$ cat src/rtl/gf180mcu_osu_sc_9t_clkdiv_pkg.sv
// gf180mcu_osu_sc_9t_clkdiv_pkg: shared types, defaults and helpers for the clock divider bank
package gf180mcu_osu_sc_9t_clkdiv_pkg;
  typedef enum logic {STOP = 1'b0, RUNNING = 1'b1} state_t;
  localparam int DEF_NCH = 4;
  localparam int DEF_WIDTH = 8;
  function automatic int unsigned half_period(input int unsigned d);
    return d + 1;
  endfunction
endpackage

$ cat src/rtl/gf180mcu_osu_sc_9t_clkdiv_chan.sv
// gf180mcu_osu_sc_9t_clkdiv_chan: one divider channel (counter, phase, ratio/polarity shadows, run FSM)
module gf180mcu_osu_sc_9t_clkdiv_chan
  import gf180mcu_osu_sc_9t_clkdiv_pkg::*;
#(
  parameter int WIDTH = DEF_WIDTH
) (
  input  logic             clk,
  input  logic             rn,
  input  logic             en,
  input  logic [WIDTH-1:0] div,
  input  logic             inv,
  input  logic             sync,
  output logic             y,
  output logic             run
);
  state_t st;
  logic [WIDTH-1:0] cnt, div_act;
  logic phase, inv_act;
  always_ff @(posedge clk) begin
    if (!rn) begin
      st <= STOP;
      cnt <= '0;
      phase <= 1'b0;
      div_act <= '0;
      inv_act <= 1'b0;
      y <= 1'b0;
    end else if (sync && st == RUNNING) begin
      cnt <= '0;
      phase <= 1'b1;
      div_act <= div;
      y <= ~inv_act;
    end else if (st == STOP) begin
      st <= en ? RUNNING : STOP;
      cnt <= '0;
      phase <= en;
      div_act <= div;
      inv_act <= inv;
      y <= en ^ inv;
    end else if (cnt != div_act) begin
      cnt <= cnt + 1'b1;
    end else begin
      cnt <= '0;
      // rising toggle is the period boundary: stop or reload the ratio here only
      if (phase) begin
        phase <= 1'b0;
        y <= inv_act;
      end else if (!en) begin
        st <= STOP;
        y <= inv_act;
      end else begin
        phase <= 1'b1;
        div_act <= div;
        y <= ~inv_act;
      end
    end
  end
  assign run = (st == RUNNING);
endmodule

$ cat src/rtl/gf180mcu_osu_sc_9t_clkdiv_bank.sv
// gf180mcu_osu_sc_9t_clkdiv_bank: NCH-channel 50%-duty clock divider/inverter bank
// Define CLKDIV_SYNC_ALIGN_EN to add the SYNC phase-align strobe port.
module gf180mcu_osu_sc_9t_clkdiv_bank
  import gf180mcu_osu_sc_9t_clkdiv_pkg::*;
#(
  parameter int NCH = DEF_NCH,
  parameter int WIDTH = DEF_WIDTH
) (
  input  logic                 CLK,
  input  logic                 RN,
  input  logic [NCH-1:0]       EN,
  input  logic [NCH*WIDTH-1:0] DIV,
  input  logic [NCH-1:0]       INV,
  output logic [NCH-1:0]       Y,
  output logic [NCH-1:0]       RUN
`ifdef CLKDIV_SYNC_ALIGN_EN
  ,
  input  logic                 SYNC
`endif
);
  logic sync_all;
`ifdef CLKDIV_SYNC_ALIGN_EN
  assign sync_all = SYNC;
`else
  assign sync_all = 1'b0;
`endif
  for (genvar i = 0; i < NCH; i++) begin : g_ch
    gf180mcu_osu_sc_9t_clkdiv_chan #(.WIDTH(WIDTH)) u_ch (
      .clk(CLK),
      .rn(RN),
      .en(EN[i]),
      .div(DIV[i*WIDTH +: WIDTH]),
      .inv(INV[i]),
      .sync(sync_all),
      .y(Y[i]),
      .run(RUN[i])
    );
  end
endmodule

$ cat config.mk
export PLATFORM = sky130hd
export DESIGN_NAME = gf180mcu_osu_sc_9t_clkdiv_bank
export DESIGN_NICKNAME = d
export VERILOG_FILES = /design/src/rtl/gf180mcu_osu_sc_9t_clkdiv_pkg.sv /design/src/rtl/gf180mcu_osu_sc_9t_clkdiv_chan.sv /design/src/rtl/gf180mcu_osu_sc_9t_clkdiv_bank.sv
export SDC_FILE = /design/constraint.sdc
export NUM_CORES = 1
export LEC_CHECK = 0
export CELL_PAD_IN_SITES_DETAIL_PLACEMENT = 0
export CELL_PAD_IN_SITES_GLOBAL_PLACEMENT = 1
export CORE_UTILIZATION = 43
export DETAILED_ROUTE_END_ITERATION = 12
export PLACE_DENSITY = 0.78
export SKIP_CTS_REPAIR_TIMING = 1
export SLEW_MARGIN = 20
export SYNTH_ARGS = -nofsm -noshare
export SYNTH_HDL_FRONTEND = slang
export SYNTH_HIERARCHICAL = 1
export SYNTH_SLANG_ARGS = --single-unit
$ cat constraint.sdc
create_clock -name CLK -period 1.63 [get_ports CLK]
set_input_delay 0.489 -clock CLK [delete_from_list [all_inputs] [get_ports CLK]]
set_output_delay 0.489 -clock CLK [all_outputs]
set_load 0.01 [all_outputs]
==> flow_summary.json <==
{
  "drv_slew": 0,
  "drtIter0Drc": 130,
  "portBuffers": 49,
  "status": "finished, final reports clean",
  "rsz0062_at_grt": "no",
  "grt_use_total": 0.190,
  "tightest_slew_ns": 0.574,
  "crit_required_ns": 1.87,
  "ios": 50,
  "chipHeight_um": 104,
  "max_freq_mhz": 669,
  "worstSetupPathType": "in2reg",
  "path_cells": "clkdlybuf4s50_1 > nor2b_1 > or4b_1 > o2111ai_1 > mux2i_1",
  "nFillCells": 964,
  "syn_inst": 533,
  "drive_gt1_frac": 0.113,
  "rows": 37,
  "period_needed_ns": 1.49,
  "p_total_mw": 4.84,
  "hold_path.class": "reg2reg",
  "cts_max_path_buffers": 2,
  "syn2layout_area_growth_pct": 23.0,
  "place_hpwl_um": 6840,
  "grt_pass1_vias": 3707,
  "grt_pass1_wl_um": 17200,
  "cts-buffers-inserted": 9,
  "path_buf_inv": 1,
  "synth_top_area_cell": "dfxtp_1",
  "avgSynthCellArea_um2": 8.47,
  "dr.pass1.iters": 6,
  "slew_headroom": 0.615,
  "avgRoutedWirePerCell_um": 13.4,
  "netlist_area_mm2": 0.00451,
  "yosys.cell_types.count": 34,
  "ant_nets": 0,
  "clock_skew_ns": 0.0108,
  "grt.overflow.total": 0,
  "startpoint_type": "input port",
  "critPathMaxStageDelay_ns": 0.46,
  "antenna_found_initial": 0,
  "grt_max_degree": 57,
  "root_buffer": "clkbuf_8",
  "p_leak_nw": 2.35,
  "synthTopCellsByArea": "dfxtp_1 35%, xnor2_1 7.8%, a211o_1 6.2%",
  "coreArea_mm2": 0.0102,
  "yosys_warnings": 6,
  "clock_latency_ns": 0.36,
  "vias": 3988,
  "initial_core_util": 0.441,
  "drcViolationCount": 0,
  "drv_cap": 0,
  "crit_arrival_ns": 1.74,
  "chipWidth_um": 104,
  "clk_pin_slew_ns": 0.09,
  "via_per_inst": 5.34,
  "p_per_area_mw_per_mm2": 872,
  "hold_violations": 0,
  "fin_crit_sh": 0.917,
  "setup_violations": 0,
  "critPathMaxFanout": 2,
  "cts.sinks": 80,
  "final_nets": 652,
  "gp_congestion": 0.780,
  "endpoint_kind": "register",
  "wl_um": 10000,
  "final_core_util": 0.542,
  "critPathTopFamily": "simple AND/OR/NAND/NOR gates",
  "htree_levels": 3,
  "post-synth-top-area-fraction": 0.355,
  "synth_seq_cells": 80,
  "cts_tree": "yes",
  "n_antenna_cell": 0,
  "crit_slowest_cell": "or4b_1",
  "synth-seq-area-share": 0.355,
  "die_area_mm2": 0.0109,
  "ir_worst_vdd_mv": 0.395
}
layout make-up:
cell class,instances,area [µm²],share of cell area
clock buffers,9,124,0.0223
clock inverters,7,103,0.0185
multi-input cells,432,2730,0.492
flip-flops and latches,80,1600,0.289
well taps,136,170,0.0307
repair buffers,83,823,0.148
where the power goes:
group / switching, mW / internal (mW) / total [mW]
combinational: 0.527 / 0.484 / 1.01
sequential: 0.0861 / 2.07 / 2.16
clock: 0.795 / 0.881 / 1.68
total: 1.41 / 3.43 / 4.84
Yosys cell counts:
cell type,count
o2111ai_1,4
a211o_1,32
xnor2_1,40
a21boi_4,4
buf_6,8
nand2b_1,4
nand3_1,52
and3b_1,4
or4b_1,4
nor2_1,60
nor2_2,4
dfxtp_1,80
conb_1,1
mux2i_1,8
and3_2,4
o21ai_0,4
and4_1,4
buf_1,4
a31oi_1,4
buf_2,10
xor2_1,20
a21oi_1,36
nor2b_1,12
nand4_1,12
o211ai_2,2
clkbuf_1,8
o22ai_1,32
o211ai_1,10
ha_1,4
nand2_1,36
nor3_1,4
buf_4,10
and3_1,8
and4_4,4
registers in the layout, indices dropped and copies added (netlist names):
name	flops
g_ch.u_ch/div_act	32
g_ch.u_ch/run	4
g_ch.u_ch/phase	4
g_ch.u_ch/cnt	32
g_ch.u_ch/y	4
g_ch.u_ch/inv_act	4
kinds of logic after synthesis:
group	Yosys count	synth area share
AOI/OAI and AO/OA	128	0.203
xor gates and xnor gates	60	0.116
adders and majority gates	4	0.0111
buffers and inverters	40	0.0577
DFF	80	0.355
muxes	8	0.0177
other	1	0.000831
and+or+nand+nor	212	0.238
per-stage QoR:
| step | instances | hold slack [ns] | TNS, ns | cell area (µm²) | setup WS [ns] |
|---|---|---|---|---|---|
| 2_1_floorplan | 552 | 0.437 | 0 | 4580 | 0.253 |
| 3_3_place_gp | 731 | 0.451 | -6.08 | 5300 | -0.191 |
| 3_5_place_dp | 731 | 0.462 | -6.91 | 5300 | -0.240 |
| 4_1_cts | 747 | 0.474 | -0.961 | 5520 | -0.164 |
| 5_1_grt | 747 | 0.498 | 0 | 5550 | 0.00720 |
| 6_report | 747 | 0.467 | 0 | 5550 | 0.136 |
layout by cell type (no fill, tap or decap), types with 10 or more instances in the layout:
cell,count
dfxtp_1,80
nor2_1,60
nand3_1,52
xnor2_1,40
clkdlybuf4s50_1,40
nand2_1,36
a21oi_1,36
o22ai_1,32
a211o_1,32
buf_4,29
conb_1,20
xor2_1,20
nand4_1,12
nor2b_1,12
o211ai_1,10
per-layer routing:
layer | vias up | routed length [µm] | GRT usage
li1 | 2060 | - | -
met1 | 1848 | 5020 | 0.255
met2 | 74 | 4570 | 0.304
met3 | 6 | 340 | 0.0345
met4 | 0 | 94 | 0.0694
met5 | - | 0 | 0
worst register-to-register path, delay by kind of cell (launching register included):
family                    cells  cell delay (ns)
AOI/OAI and AO/OA             1             0.52
xor gates and xnor gates      1             0.16
and+or+nand+nor               2             0.26
DFF                           1             0.42
worst paths after layout:
| path | startpoint | cells after the start | endpoint | slack [ns] |
|---|---|---|---|---|
| min reg2reg | g_ch[2].u_ch/y$_SDFFE_PN0P_ | 2 | g_ch[2].u_ch/y$_SDFFE_PN0P_ | 0.47 |
| min | g_ch[2].u_ch/y$_SDFFE_PN0P_ | 2 | g_ch[2].u_ch/y$_SDFFE_PN0P_ | 0.47 |
| max reg2reg | g_ch[3].u_ch/cnt[0]$_SDFF_PP0_ | 4 | g_ch[3].u_ch/cnt[4]$_SDFF_PP0_ | 0.14 |
| max | EN[3] | 5 | g_ch[3].u_ch/y$_SDFFE_PN0P_ | 0.14 |
Note: power is estimated with default switching activity, not from simulation.
